## config.mk

```make
export PLATFORM = sky130hd
export DESIGN_NAME = adder_sum_accumulator
export DESIGN_NICKNAME = d
export VERILOG_FILES = /design/src/rtl/adder_pkg.sv /design/src/rtl/adder_result_reg.sv /design/src/rtl/adder_sum_accumulator.sv
export SDC_FILE = /design/constraint.sdc
export NUM_CORES = 1
export LEC_CHECK = 0
export ABC_AREA = 1
export BUFFER_PORTS_ARGS = -buffer_cell sky130_fd_sc_hd__buf_2
export CORE_UTILIZATION = 45
export DETAILED_ROUTE_END_ITERATION = 10
export GPL_TIMING_DRIVEN = 1
export HOLD_SLACK_MARGIN = 0.02
export PLACE_DENSITY = 0.68
export SYNTH_ARGS = -nofsm -noshare
export SYNTH_HDL_FRONTEND = slang
export SYNTH_SLANG_ARGS = --single-unit
```

## constraint.sdc

```tcl
create_clock -name clk_i -period 1.75 [get_ports clk_i]
set_input_delay 0.35 -clock clk_i [delete_from_list [all_inputs] [get_ports clk_i]]
set_output_delay 0.35 -clock clk_i [all_outputs]
set_load 0.01 [all_outputs]
```

## src/rtl/adder_pkg.sv

```systemverilog
// Shared types and helpers for the adder result path.
// Holds default widths, the accumulator state enum and the saturating add.
package adder_pkg;

    localparam int DEF_DATA_W    = 8;
    localparam int DEF_ACC_W     = 16;
    localparam int DEF_FRAME_LEN = 8;

    typedef logic [DEF_DATA_W:0]    sum_t;
    typedef logic [DEF_ACC_W-1:0]   acc_t;

    typedef enum logic {
        ACC_ACCUM = 1'b0,
        ACC_LAST  = 1'b1
    } acc_state_e;

    typedef struct packed {
        logic        sat;
        logic [31:0] val;
    } sat_res_t;

    // Width-generic so any ACC_W up to 32 can share one helper.
    function automatic sat_res_t sat_add(
        input logic [31:0] acc,
        input logic [31:0] sum,
        input int unsigned width
    );
        logic [32:0] wide;
        logic [32:0] lim;
        sat_res_t    res;
        wide    = {1'b0, acc} + {1'b0, sum};
        lim     = (33'd1 << width) - 33'd1;
        res.sat = (wide > lim);
        res.val = res.sat ? lim[31:0] : wide[31:0];
        return res;
    endfunction

endpackage

```

## src/rtl/adder_result_reg.sv

```systemverilog
// One-entry valid/ready holding register for completed frame totals.
// A load while full and not being drained is dropped and flagged.
import adder_pkg::*;

module adder_result_reg #(
    parameter int W = DEF_ACC_W
) (
    input  logic         clk,
    input  logic         rst_n,
    input  logic         clear,
    input  logic         load,
    input  logic [W-1:0] load_data,
    input  logic         load_sat,
    input  logic         ready,
    output logic         valid,
    output logic [W-1:0] data,
    output logic         sat,
    output logic         overrun
);

    logic accept;

    assign accept = valid & ready;

    always_ff @(posedge clk or negedge rst_n) begin
        if (!rst_n) begin
            valid   <= 1'b0;
            data    <= '0;
            sat     <= 1'b0;
            overrun <= 1'b0;
        end else if (clear) begin
            valid   <= 1'b0;
            data    <= '0;
            sat     <= 1'b0;
            overrun <= 1'b0;
        end else if (load) begin
            if (valid && !ready) begin
                overrun <= 1'b1;
            end else begin
                valid <= 1'b1;
                data  <= load_data;
                sat   <= load_sat;
            end
        end else if (accept) begin
            valid <= 1'b0;
        end
    end

endmodule

```

## src/rtl/adder_sum_accumulator.sv

```systemverilog
// Frame accumulator for the adder sum stream.
// Sums FRAME_LEN qualified samples, saturating, into a double-buffered total.
import adder_pkg::*;

module adder_sum_accumulator #(
    parameter int DATA_W    = DEF_DATA_W,
    parameter int ACC_W     = DEF_ACC_W,
    parameter int FRAME_LEN = DEF_FRAME_LEN,
    parameter int CNT_W     = $clog2(FRAME_LEN + 1)
) (
    input  logic              clk_i,
    input  logic              rst_n_i,
    input  logic              clear_i,
    input  logic              sum_valid_i,
    input  logic [DATA_W:0]   sum_i,
    output logic              acc_valid_o,
    input  logic              acc_ready_i,
    output logic [ACC_W-1:0]  acc_data_o,
    output logic              acc_sat_o,
    output logic              overrun_o,
    output logic [CNT_W-1:0]  frame_cnt_o
);

    localparam acc_state_e START = (FRAME_LEN == 1) ? ACC_LAST : ACC_ACCUM;
    localparam logic [CNT_W-1:0] LAST_CNT = CNT_W'(FRAME_LEN - 1);

    logic [ACC_W-1:0] acc_q;
    logic [CNT_W-1:0] cnt_q;
    logic [CNT_W-1:0] cnt_inc;
    logic             sat_q;
    acc_state_e       state_q;

    sat_res_t         add;
    logic [ACC_W-1:0] total;
    logic             total_sat;
    logic             done;
    logic             unused_hi;

    always_comb begin
        add       = sat_add(32'(acc_q), 32'(sum_i), unsigned'(ACC_W));
        total     = add.val[ACC_W-1:0];
        total_sat = sat_q | add.sat;
        done      = sum_valid_i && (state_q == ACC_LAST) && !clear_i;
        cnt_inc   = cnt_q + CNT_W'(1);
    end

    assign unused_hi = ^(add.val >> ACC_W);

    always_ff @(posedge clk_i or negedge rst_n_i) begin
        if (!rst_n_i) begin
            acc_q   <= '0;
            cnt_q   <= '0;
            sat_q   <= 1'b0;
            state_q <= START;
        end else if (clear_i) begin
            acc_q   <= '0;
            cnt_q   <= '0;
            sat_q   <= 1'b0;
            state_q <= START;
        end else if (sum_valid_i) begin
            if (state_q == ACC_LAST) begin
                // Total leaves via the result register; next frame starts now.
                acc_q   <= '0;
                cnt_q   <= '0;
                sat_q   <= 1'b0;
                state_q <= START;
            end else begin
                acc_q   <= total;
                sat_q   <= total_sat;
                cnt_q   <= cnt_inc;
                state_q <= (cnt_inc == LAST_CNT) ? ACC_LAST : ACC_ACCUM;
            end
        end
    end

    assign frame_cnt_o = cnt_q;

    adder_result_reg #(
        .W(ACC_W)
    ) u_result (
        .clk       (clk_i),
        .rst_n     (rst_n_i),
        .clear     (clear_i),
        .load      (done),
        .load_data (total),
        .load_sat  (total_sat),
        .ready     (acc_ready_i),
        .valid     (acc_valid_o),
        .data      (acc_data_o),
        .sat       (acc_sat_o),
        .overrun   (overrun_o)
    );

endmodule
```

# Word-level counts from Yosys, hierarchy flattened
# Index checks and enable logic that the tools add are counted.
# word_totals
inputBits,14
ff_bits,41
out_inout_bits,23
# op_classes
add_sub_neg,2
eq_ne,3
bitwise,2
n_mux,27
n_lt_le_gt_ge,1
n_reduce_logical,12
# ops
op,n
2-to-1 mux 16 bit,7
adder 16 x 9 -> 17 bit,1
"greater-than comparator 17 x 16 -> 1 bit, second input constant",1
2-to-1 mux 1 bit,17
2-to-1 mux 4 bit,3
AND reduction 2 bit,3
nonzero test 2 bit,3
"adder 4 x 1 -> 4 bit, second input constant",1
"equality test 4 x 3 -> 1 bit, second input constant",1
logical AND 1 bit,3
"inequality test 3 bit, second input constant",1
nonzero test 3 bit,1
logical NOT 1 bit,2
"inequality test 2 bit, second input constant",1
AND 1 bit,1
OR 1 bit,1

# Depth between registers and ports, before layout
# Gate-level depths: netlist (run 1).
# depth
word_depth,6
ltp_mapped,13
depth_no_buf,12

# Cells and area by module
# A second synthesis (run 1) with hierarchy kept.
# hier_totals
hier_cells,349
hier_area_um2,2666.3
# by_module_without_submodules
module,area_each_um2,instances,seq_area_each_um2,cells_per_inst
adder_sum_accumulator,1814.2,1,550.5,264
adder_result_reg,852.1,1,475.5,85

# Worst setup path after synthesis (run 1)
# Ideal clock, no wire load.
# synth_path
path_type,in2reg
startpoint,input sum_i[0]
endpoint,register acc_q[8]
slack_ps,-32
path_stages,13
arrival_ps,1716
setup_time_ps,66
path_cell_list,ha_1 > inv_1 > fa_1 > inv_1 > nand3_1 > nand2_2 > nand2_2 > nand2_2 > a21oi_4 > buf_8 > nand2_2 > nand2_1 > nand2_1
# synth_via
elab_chain_len,6
# synth_rtl
item,line_no,rtl
from (decl),adder_sum_accumulator.sv:15,"input logic [DATA_W:0] sum_i,"
adder 16 x 9 -> 17 bit *,adder_pkg.sv:31,"wide = {1'b0, acc} + {1'b0, sum};"
greater-than comparator 17 x 16 -> 1 bit,adder_pkg.sv:33,res.sat = (wide > lim);
2-to-1 mux 16 bit *,adder_pkg.sv:34,res.val = res.sat ? lim[31:0] : wide[31:0];
2-to-1 mux 16 bit *,adder_sum_accumulator.sv:61,if (state_q == ACC_LAST) begin
2-to-1 mux 16 bit *,adder_sum_accumulator.sv:60,end else if (sum_valid_i) begin
2-to-1 mux 16 bit *,adder_sum_accumulator.sv:55,end else if (clear_i) begin
to (signal assigned),adder_sum_accumulator.sv:68,acc_q <= total;
to (decl),adder_sum_accumulator.sv:27,logic [ACC_W-1:0] acc_q;
# Every way passes the cells marked *; elsewhere a longest branch is shown, timed or not. The select of a mux whose other input is x is not followed.
# A chain may end at the register's enable or synchronous reset.

# Worst setup path after layout (run 1)
# layout_path
startpoint,register acc_q[0]
endpoint,register acc_q[1]
# layout_via
elab_chain_len,6
# layout_rtl
item,line_no
adder 16 x 9 -> 17 bit *,adder_pkg.sv:31
greater-than comparator 17 x 16 -> 1 bit,adder_pkg.sv:33
2-to-1 mux 16 bit *,adder_pkg.sv:34
2-to-1 mux 16 bit *,adder_sum_accumulator.sv:61
2-to-1 mux 16 bit *,adder_sum_accumulator.sv:60
2-to-1 mux 16 bit *,adder_sum_accumulator.sv:55
# Marked as above.

==> summary.md, run 1 <==
| Metric | Value |
|---|---|
| Worst path slowest cell | `dfrtp_1` |
| Final hold slack | `350.3 ps` |
| Chip height | `77.28 um` |
| Ports | `37` |
| Clock transition at the registers of the reported paths | `90 ps` |
| DP Worst Slack | `-200.3 ps` |
| CTS Root Buffer Type | `clkbuf_8` |
| Initial DRC Count | `154` |
| Die Wd | `77.28 um` |
| Via density | `4.811` |
| Gpl congestion | `0.9167` |
| Flop2flop setup slack | `-50 ps` |
| Worst hold path stage count | `4` |
| First-pass GRT wire length | `10.21 mm` |
| Overall power | `2.550 mW` |
| Ys async rst share | `100.0%` |
| Post-Syn Nets | `383` |
| Ant diodes | `0` |
| Final max-slew violation count | `0` |
| H-tree lvl count | `2` |
| TritonCTS Buffers | `5` |
| Crit. path cell count | `13` |
| Overall Global Routing Usage | `21.65%` |
| Final ANT Viol Nets | `0` |
| Yosys top cell by area | `dfrtp_1` |
| Post-DP HPWL | `4.348 mm` |
| Hold Vio Cnt, Final | `0` |
| CTS sink count | `41` |
| DRT Wirelength | `6.093 mm` |
| Sequential fraction of the synthesis area | `40.24%` |
| Syn-to-layout area delta | `35.18%` |
| DR WL/cell | `12.14 um` |
| R2R Path Start | `acc_q[0]$_DFFE_PN0P_` |
| Worst Path Arrival | `1980 ps` |
| Top cells by area, synth | `dfrtp_1 40%, nand2_1 23%, inv_1 6.5%` |
| Maxcap violations | `0` |
| DR DRC count | `0` |
| Via count | `2415` |
| Ys flop type | `dfrtp_1` |
| Worst skew pair latency | `290 ps` |
| Hold Startpoint | `acc_ready_i` |
| Maximum fanout along the worst path | `7` |
| Mean Syn Cell Area | `7.143 um2` |
| Crit. End Element | `flip-flop` |
| Final setup vio count | `30` |
| Peak supply drop | `0.4272 mV` |
| RSZ-0062 raised after global routing | `yes` |
| Period utilization | `103.0%` |
| Leak pwr | `1.958 nW` |
| Setup WS post-layout | `-52.63 ps` |
| CTS tree | `done` |
| Synth cell types | `30` |
| Vias in the first global route | `2340` |
| CTS Buffer Depth | `2` |
| CP Buf/Inv Count | `3` |
| Slew headroom | `62.48%` |
| Nets@finish | `455` |
| Setup TNS | `-733.5 ps` |
| Synth Cell Area | `2550 um2` |
| Min Clock Period, post-route | `1803 ps` |
| Initial antenna violation count | `0` |
| Worst-margin pin slew | `561.4 ps` |
| GRT overflow | `0` |
| Area fraction of the dominant cell type after synthesis | `40.24%` |
| Crit path from | `acc_q[0]$_DFFE_PN0P_` |
| Initial Util | `46.59%` |
| Hold Path Class | `in -> reg` |
| CP Launch Type | `flip-flop` |
| Die ar. | `5971 um2` |
| Share of layout cells above drive strength 1 | `33.72%` |
| Core Footprint | `5473 um2` |
| Max Fclk | `554.7 MHz` |
| Most used cell, CP | `nand2_2` |
| EDFF count, synth | `0` |
| Count leader, synth | `nand2_1` |
| Reg2reg path depth | `13` |
| Pwr Density | `739.9 nW/um2` |
| CP delay by family, top | `flip-flops` |
| Syn Inst Count | `357` |
| Input/output buffers | `36` |
| Number of placement rows | `27` |
| Max incr delay on CP | `400 ps` |
| Critical Path RT | `1930 ps` |
| Total iterations of the first detailed-routing run | `4` |
| Synth top cells by count | `155 x nand2_1, 44 x inv_1, 41 x dfrtp_1, 23 x nand3_1, 17 x nor2_1` |
| Max Clock Skew | `7.209 ps` |
| #FFs+latches synth | `41` |
| Largest net degree at the start of global routing | `24` |
| Fill cells | `512` |
| Failing checks | `negative setup slack` |
| Status | `complete, but fails checks` |
| CP Cell Sequence | `ha_2, inv_2, fa_2, inv_2, nand3_2, nand2_2, nand2_2, nand2_4, a21oi_4, buf_8, nand2_2, nand2_1, o21ai_0` |
| WS Path Type | `reg -> reg` |
| Syn. warnings | `0` |
cell families after synthesis:
kind of cell             after synthesis  synth area share, %
flip-flops                            41                40.24
AND/OR/NAND/NOR                      227                38.47
XOR/XNOR                               8                2.748
adder cells (fa/ha/maj)               12                6.182
AO/OA/AOI/OAI                         16                3.877
buffers and inverters                 53                8.488
area by class of cell:
cell class / count / area [um2] / area share (%)
repair buffers: 70 / 474.2 / 13.76
clock inverters: 2 / 38.79 / 1.125
clock buffers: 6 / 72.57 / 2.105
well taps: 72 / 90.09 / 2.613
inverters: 48 / 180.2 / 5.227
flip-flops and latches: 41 / 1026 / 29.76
multi-input cells: 263 / 1565 / 45.41
metal layers:
layer | up-vias | share of wire [%] | global-route usage (%)
li1 | 1244 | - | -
met1 | 1105 | 48 | 28.01
met2 | 53 | 46 | 36.37
met3 | 13 | 3.9 | 4.167
met4 | 0 | 2.7 | 6.604
met5 | - | 0 | 0
path summary, 6_finish.rpt:
path                                                 end
max reg2reg                         acc_q[1]$_DFFE_PN0P_
max                                 acc_q[1]$_DFFE_PN0P_
min                         u_result.overrun$_DFFE_PN0P_
max in group asynchronous          acc_q[14]$_DFFE_PN0P_
min reg2reg                u_result.data[13]$_DFFE_PN0P_
min in group asynchronous           acc_q[6]$_DFFE_PN0P_
flip-flops by register name, summed over array words and instances (netlist names):
name / count
u_result.overrun: 1
acc_q: 16
u_result.data: 16
state_q: 1
u_result.sat: 1
u_result.valid: 1
frame_cnt_o: 4
sat_q: 1
what timing repair did:
item / 4_1_cts / 5_1_grt
setup endpoints to repair: 30 / 34
pin swaps: 11 / 13
endpoints found under the hold margin: 18 / 0
hold buffers: 1 / 0
resized for setup: 21 / 36
buffers inserted: 3 / 2
metrics by stage:
step,instances,utilization [%],cell area [um2]
floorplan,357,-,2552
global placement,488,54.98,3009
detailed placement,488,54.98,3009
CTS,500,59.51,3257
global route,502,62.99,3447
finish,502,62.99,3447
worst register-to-register path, stage by stage (launching register included):
cell and delay [ps]:
dfrtp_1 400, ha_2 190, inv_2 50, fa_2 200, inv_2 50, nand3_2 50
nand2_2 60, nand2_2 70, nand2_4 60, a21oi_4 190, buf_8 180, nand2_2 70
nand2_1 50, o21ai_0 70
report_power, final:
group | total, mW | leakage [nW] | internal, mW | switching [mW]
registers | 1.02 | 0.565 | 0.981 | 0.0344
logic | 0.758 | 1.34 | 0.359 | 0.399
clock network | 0.776 | 0.0554 | 0.429 | 0.348
cells in the final DEF (no fill, tap or decap), types with 2 or more instances in the layout:
cell type	synthesis	layout
nor3_2	2	2
dfrtp_1	41	41
ha_4	0	6
nand2_1	155	140
xnor2_2	0	4
o21ai_0	8	7
inv_1	44	41
xor2_1	2	2
nor2_1	17	14
clkbuf_8	0	5
nor2_2	1	4
buf_2	2	36
xnor2_1	6	2
nand3_1	23	13
a21oi_1	4	4
buf_4	1	29
nand4_1	8	8
nand3_2	2	9
nand2_2	14	23
ha_1	11	4
inv_2	4	7
buf_12	0	2
nand3_4	0	3
nand2_4	0	6
Power figures use the tool's default switching activity.
==> run 2: changes to the inputs <==
Settings changed: PLACE_DENSITY 0.68 to 0.67, SLEW_MARGIN from default to 20, SYNTH_HIERARCHICAL from default to 1.
==> summary.md, run 2 <==
| Metric | Value |
|---|---|
| Worst skew pair latency | `300 ps (about the same)` |
| Vias in the first global route | `2599 (+11%)` |
| Setup WS post-layout | `-201.9 ps (-149.3 ps)` |
| Share of layout cells above drive strength 1 | `37.01% (+3.3 points)` |
| Input/output buffers | `36 (unchanged)` |
| Commonest non-fill, non-tap cell in the layout | `nand2_1` |
| Max Clock Skew | `5.677 ps (-1.532 ps)` |
| Clock transition at the registers of the reported paths | `80 ps (about the same)` |
| Die Wd | `78.98 um (+2.2%)` |
| R2R Path Start | `acc_q[0]$_DFFE_PN0P_` |
| Crit. End Element | `flip-flop` |
| P_int | `1.684 mW (-4.9%)` |
| RR Endpoint | `u_result/sat$_DFFE_PN0P_` |
| Final setup vio count | `34 (+13%)` |
| Post-route cell area | `3593 um2 (+4.2%)` |
| Final ANT Viol Nets | `0 (unchanged)` |
| Initial Util | `47.55% (+0.95 points)` |
| Initial DRC Count | `130 (-16%)` |
| Failing checks | `negative setup slack` |
| EDFF count, synth | `0 (unchanged)` |
| Syn Inst Count | `349 (-2.2%)` |
| Worst-margin pin slew | `557.9 ps (-3.477 ps)` |
| Initial antenna violation count | `0 (unchanged)` |
| CTS Root Buffer Type | `clkbuf_8` |
| Flop2flop setup slack | `-200 ps (-150 ps)` |
| Placed cell count | `491 (+0.61%)` |
| Crit path from | `acc_q[0]$_DFFE_PN0P_` |
| Largest net degree at the start of global routing | `42 (+75%)` |
| Hold Path Class | `in -> async` |
| Maximum fanout along the worst path | `6 (-1)` |
| Sw frac | `31.65% (+1.0 points)` |
| Hold Vio Cnt, Final | `0 (unchanged)` |
| Most frequent cells in the layout | `105 x nand2_1, 41 x dfrtp_1, 41 x buf_4` |
| Max Fclk | `512.3 MHz (-7.6%)` |
| Worst path slowest cell | `dfrtp_1` |
| Ys async rst share | `100.0% (unchanged)` |
| Post-DP HPWL | `4.761 mm (+9.5%)` |
| CP Buf/Inv Count | `4 (+1)` |
| CTS Buffer Depth | `2 (unchanged)` |
| Synth top cells by count | `129 x nand2_1, 41 x dfrtp_1, 33 x inv_1, 32 x nand3_1, 19 x nand4_1` |
| Pwr Density | `685.4 nW/um2 (-7.4%)` |
| Slew headroom | `62.75% (+0.27 points)` |
| Ant diodes | `0 (unchanged)` |
| Ports | `37 (unchanged)` |
| Mean Syn Cell Area | `7.640 um2 (+7.0%)` |
| RSZ-0062 raised after global routing | `yes` |
| Chip height | `78.98 um (+2.2%)` |
| Total iterations of the first detailed-routing run | `4 (unchanged)` |
| Period utilization | `111.5% (+8.5 points)` |
| Syn. warnings | `6 (+6)` |
| Yosys top cell by area | `dfrtp_1` |
| CP Cell Sequence | `ha_2, inv_2, fa_2, inv_2, nand3_2, nand3_2, nand2_2, nand2_4, a21oi_4, buf_6, buf_12, nand2_4, nand4_1, nand2_1` |
| Synth cell types | `35 (+17%)` |
| Max incr delay on CP | `360 ps (-40 ps)` |
| Syn-to-layout area delta | `34.77%` |
| Min Clock Period, post-route | `1952 ps (+149.3 ps)` |
| DRT Wirelength | `6.668 mm (+9.4%)` |
| Nets@finish | `460 (+1.1%)` |
| First-pass GRT wire length | `11.62 mm (+14%)` |
| Clock power frac | `29.3% (-1.1 points)` |
| Leak pwr | `2.032 nW (+3.8%)` |
| Worst Path Arrival | `2190 ps (+210 ps)` |
| CP Launch Type | `flip-flop` |
| Die ar. | `6237 um2 (+4.4%)` |
| Sequential fraction of the synthesis area | `38.48% (-1.8 points)` |
| Final max-slew violation count | `0 (unchanged)` |
| Ys flop type | `dfrtp_1` |
| #FFs+latches synth | `41 (unchanged)` |
| Status | `complete, but fails checks` |
| Overall Global Routing Usage | `23.75% (+2.1 points)` |
| Peak supply drop | `0.5299 mV (+24%)` |
| Count leader, synth | `nand2_1` |
| TritonCTS Buffers | `5 (unchanged)` |
| CP delay by family, top | `adder cells` |
| Number of placement rows | `27 (unchanged)` |
| WS Path Type | `reg -> reg` |
| DR WL/cell | `13.15 um (+8.4%)` |
| Post-route non-filler standard cell count | `507 (+1.0%)` |
| Maxcap violations | `0 (unchanged)` |
| Post-Syn Nets | `375 (-2.1%)` |
| H-tree lvl count | `2 (unchanged)` |
| Gpl congestion | `0.8314 (-9.3%)` |
| Placed cell area | `3228 um2 (+7.3%)` |
| Overall power | `2.463 mW (-3.4%)` |
| Top cells by area, synth | `dfrtp_1 38%, nand2_1 18%, nand3_1 6.0%` |
| Core Footprint | `5608 um2 (+2.5%)` |
| Area fraction of the dominant cell type after synthesis | `38.48% (-1.8 points)` |
| Synth Cell Area | `2666 um2 (+4.6%)` |
| Sequential group share of total power | `41.0% (+1.2 points)` |
| Comb power frac | `29.7% (about the same)` |
| DR DRC count | `0 (unchanged)` |
| CTS tree | `done` |
| Switch Pwr | `0.7795 mW (-0.18%)` |
| Critical Path RT | `1990 ps (+60 ps)` |
| CTS sink count | `41 (unchanged)` |
| GRT overflow | `0 (unchanged)` |
| Via density | `5.067 (+5.3%)` |
| Fill cells | `498 (-2.7%)` |
| Reg2reg path depth | `14 (+1)` |
| Via count | `2569 (+6.4%)` |
==> run 2: cell count changes in the layout (fill, tap and decap cells not counted), moves of 10 or more <==
| cell | before | now |
|---|---|---|
| nand4_1 | 8 | 19 |
| buf_4 | 29 | 41 |
| nand2_1 | 140 | 105 |
| nand3_1 | 13 | 27 |
| inv_1 | 41 | 31 |
==> run 2: worst max-delay path by stage <==
stage,end,cells past startpoint
floorplan,u_result/data[4]$_DFFE_PN0P_,13
global placement,u_result/data[6]$_DFFE_PN0P_,14
detailed placement,u_result/data[7]$_DFFE_PN0P_,14
CTS,u_result/data[4]$_DFFE_PN0P_,14
global route,u_result/data[12]$_DFFE_PN0P_,13
finish,u_result/sat$_DFFE_PN0P_,14
==> run 2: cell families after synthesis <==
family,synth area share [%]
buffers and inverters,8.447
AOI/OAI and AO/OA,4.740
adders and majority gates,5.913
xor gates and xnor gates,2.628
and+or+nand+nor,39.79
DFF,38.48
==> run 2: power by group through the flow <==
stage	Clock, mW	Sequential (mW)	Combinational [mW]
6_report	0.722	1.01	0.732
5_1_grt	0.786	1.01	0.803
4_1_cts	0.741	1.01	0.693
3_5_place_dp	0	1.02	0.650
3_3_place_gp	0	1.02	0.637
2_1_floorplan	0	1.02	0.382
==> run 2: cell type report <==
type	instances	area [um2]	share of cell area [%]
Clock inverter	1	8.758	0.2437
Tap cell	72	90.09	2.507
Multi-Input combinational cell	260	1593	44.32
Sequential cell	41	1026	28.55
Clock buffer	7	96.34	2.681
Timing Repair Buffer	89	640.6	17.83
Inverter	37	138.9	3.865
==> run 2: repair_timing <==
item	in CTS	in global routing
gates resized for setup	30	23
pin swaps	25	23
buffers inserted	5	3
setup endpoints to repair	34	34
hold buffers	0	0
==> run 2: stage by stage <==
| stage | util, % | TNS [ps] | worst slack (ps) | hold WS (ps) |
|---|---|---|---|---|
| floorplan | - | -1329 | -89.87 | 54.41 |
| global placement | 57.56 | -12280 | -458.9 | 452.1 |
| detailed placement | 57.56 | -14280 | -526.9 | 458.2 |
| CTS | 62.34 | -3920 | -209.0 | 125.0 |
| global route | 64.08 | -8505 | -347.1 | 153.6 |
| finish | 64.08 | -4107 | -201.9 | 107.5 |
==> run 2: routing by layer <==
layer  routed length [um]  track usage (%)
met5                    0                0
met4                  162            8.909
met3                  173            2.759
met2                 3477            43.28
met1                 2854            28.38
==> run 3: changes to the inputs <==
Settings changed: BUFFER_PORTS_ARGS -buffer_cell sky130_fd_sc_hd__buf_2 to default, DONT_BUFFER_PORTS from default to 1, PLACE_DENSITY 0.67 to default.
==> summary.md, run 3 (synthesis results as in run 2) <==
| Metric | Value |
|---|---|
| Status | `complete, but fails checks` |
| Failing checks | `negative setup slack` |
| CTS Buffer Depth | `2 (unchanged)` |
| CTS sink count | `41 (unchanged)` |
| Worst Path Arrival | `2170 ps (-20 ps)` |
| Via density | `5.099 (+0.64%)` |
| Via count | `2310 (-10%)` |
| Worst skew pair latency | `300 ps (about the same)` |
| Reg2reg path depth | `14 (unchanged)` |
| Share of layout cells above drive strength 1 | `25.46% (-12 points)` |
| First-pass GRT wire length | `11.03 mm (-5.1%)` |
| Placed cell area | `2930 um2 (-9.2%)` |
| Storage element area | `1026 um2 (unchanged)` |
| Maxcap violations | `0 (unchanged)` |
| Largest net degree at the start of global routing | `42 (unchanged)` |
| DP Worst Slack | `-259.3 ps (+267.6 ps)` |
| Setup WS post-layout | `-182.7 ps (+19.23 ps)` |
| GRT overflow | `0 (unchanged)` |
| Period utilization | `110.4% (-1.1 points)` |
| Critical Path RT | `1990 ps (about the same)` |
| DR DRC count | `0 (unchanged)` |
| Leak pwr | `1.751 nW (-14%)` |
| Comb power frac | `28.9% (-0.8 points)` |
| Hold Vio Cnt, Final | `0 (unchanged)` |
| P_int | `1.601 mW (-4.9%)` |
| Sw frac | `31.87% (+0.23 points)` |
| Chip height | `78.98 um (unchanged)` |
| TritonCTS Buffers | `5 (unchanged)` |
| Switch Pwr | `0.7490 mW (-3.9%)` |
| Final ANT Viol Nets | `0 (unchanged)` |
| Final max-slew violation count | `0 (unchanged)` |
| Post-route cell area | `3247 um2 (-9.6%)` |
| Crit. End Element | `flip-flop` |
| Maximum fanout along the worst path | `5 (-1)` |
| Number of placement rows | `27 (unchanged)` |
| Hold Path Class | `in -> reg` |
| Ant diodes | `0 (unchanged)` |
| Final setup vio count | `32 (-5.9%)` |
| Fill cells | `569 (+14%)` |
| DRT Wirelength | `6.568 mm (-1.5%)` |
| Worst-margin pin slew | `578.9 ps (+20.93 ps)` |
| Min Clock Period, post-route | `1933 ps (-19.23 ps)` |
| Slew headroom | `61.35% (-1.4 points)` |
| Worst hold path stage count | `1` |
| Die Wd | `78.98 um (unchanged)` |
| Pwr Density | `723.7 nW/um2 (+5.6%)` |
| Max Clock Skew | `5.656 ps (-0.02185 ps)` |
| Initial Util | `47.55% (unchanged)` |
| Post-DP HPWL | `4.655 mm (-2.2%)` |
| Core Footprint | `5608 um2 (unchanged)` |
| Finished Core Util | `57.90% (-6.2 points)` |
| CP Launch Type | `flip-flop` |
| Most frequent cells in the layout | `115 x nand2_1, 41 x dfrtp_1, 31 x inv_1` |
| Input/output buffers | `0 (-100%)` |
| Post-route non-filler standard cell count | `453 (-11%)` |
| Overall power | `2.350 mW (-4.6%)` |
| Max Fclk | `517.4 MHz (+1.0%)` |
| DR WL/cell | `14.50 um (+10%)` |
| Peak supply drop | `0.3472 mV (-34%)` |
| Clock transition at the registers of the reported paths | `80 ps (about the same)` |
| Sequential group share of total power | `43.2% (+2.2 points)` |
| Placed cell count | `441 (-10%)` |
| Total iterations of the first detailed-routing run | `4 (unchanged)` |
| Clock power frac | `27.9% (-1.4 points)` |
| Commonest non-fill, non-tap cell in the layout | `nand2_1` |
| Ports | `37 (unchanged)` |
| CTS tree | `done` |
| Initial DRC Count | `103 (-21%)` |
| Gpl congestion | `0.8306 (about the same)` |
| Die ar. | `6237 um2 (unchanged)` |
| Overall Global Routing Usage | `22.73% (-1.0 points)` |
| WS Path Type | `reg -> reg` |
| CTS Root Buffer Type | `clkbuf_8` |
| Nets@finish | `407 (-12%)` |
| Syn-to-layout area delta | `21.77%` |
| Area of the multi-input gates | `1570 um2 (-1.4%)` |
| Initial antenna violation count | `0 (unchanged)` |
| Vias in the first global route | `2371 (-8.8%)` |
| RSZ-0062 raised after global routing | `yes` |
| H-tree lvl count | `2 (unchanged)` |
==> run 3: area by class of cell <==
type	instances	share of cell area [%]
clock buffer	6	2.543
multi-input combinational	260	48.36
sequential	41	31.60
clock inverter	1	0.2312
timing repair buffer	36	10.21
inverter	37	4.277
tap	72	2.775
==> run 3: worst paths after layout <==
kind                            slack (ps)            startpoint                            end
worst min-delay path                    90               clear_i     u_result/valid$_DFFE_PN0P_
worst max register to register        -180  acc_q[0]$_DFFE_PN0P_  u_result/data[14]$_DFFE_PN0P_
worst min register to register         500  acc_q[7]$_DFFE_PN0P_           acc_q[7]$_DFFE_PN0P_
worst max-delay path                  -180  acc_q[0]$_DFFE_PN0P_  u_result/data[14]$_DFFE_PN0P_
min in group asynchronous              550               rst_n_i           acc_q[5]$_DFFE_PN0P_
max in group asynchronous              990               rst_n_i          acc_q[10]$_DFFE_PN0P_
==> run 3: power groups by stage <==
stage / sequential [mW] / clock (mW) / combinational (mW)
floorplan: 1.02 / 0 / 0.382
global placement: 1.03 / 0 / 0.574
detailed placement: 1.03 / 0 / 0.579
CTS: 1.01 / 0.680 / 0.649
global route: 1.02 / 0.709 / 0.755
finish: 1.01 / 0.656 / 0.679
==> run 3: through the flow <==
step	hold WS (ps)	TNS [ps]
2_1_floorplan	54.41	-1329
3_3_place_gp	55.62	-3634
3_5_place_dp	55.52	-5574
4_1_cts	86.82	-3692
5_1_grt	86.08	-6674
6_report	94.78	-3368
==> run 3: routing by layer <==
layer	GRT usage (%)	routed length, um	up-vias
li1	-	-	1175
met1	28.04	2931	1086
met2	39.05	3240	38
met3	5.517	300	11
met4	6.727	95	0
met5	0	0	-
==> run 3: what timing repair did <==
item / CTS / global route
gates resized for setup: 20 / 19
setup endpoints to repair: 34 / 34
hold endpoints to repair: 41 / 0
pin swaps: 19 / 14
hold buffers: 2 / 0
buffers inserted: 1 / 2
gates cloned: 0 / 0
==> run 3: worst max-delay path, cell delays in order (launching register included) <==
cell and delay, ps:
dfrtp_1 360, ha_2 180, inv_2 40, fa_2 350, inv_2 70, nand3_2 60, nand3_2 70, nand2_2 60
nand2_4 90, a21oi_4 60, buf_6 150, buf_6 130, nand2_4 50, nand4_1 100, nand2_1 90
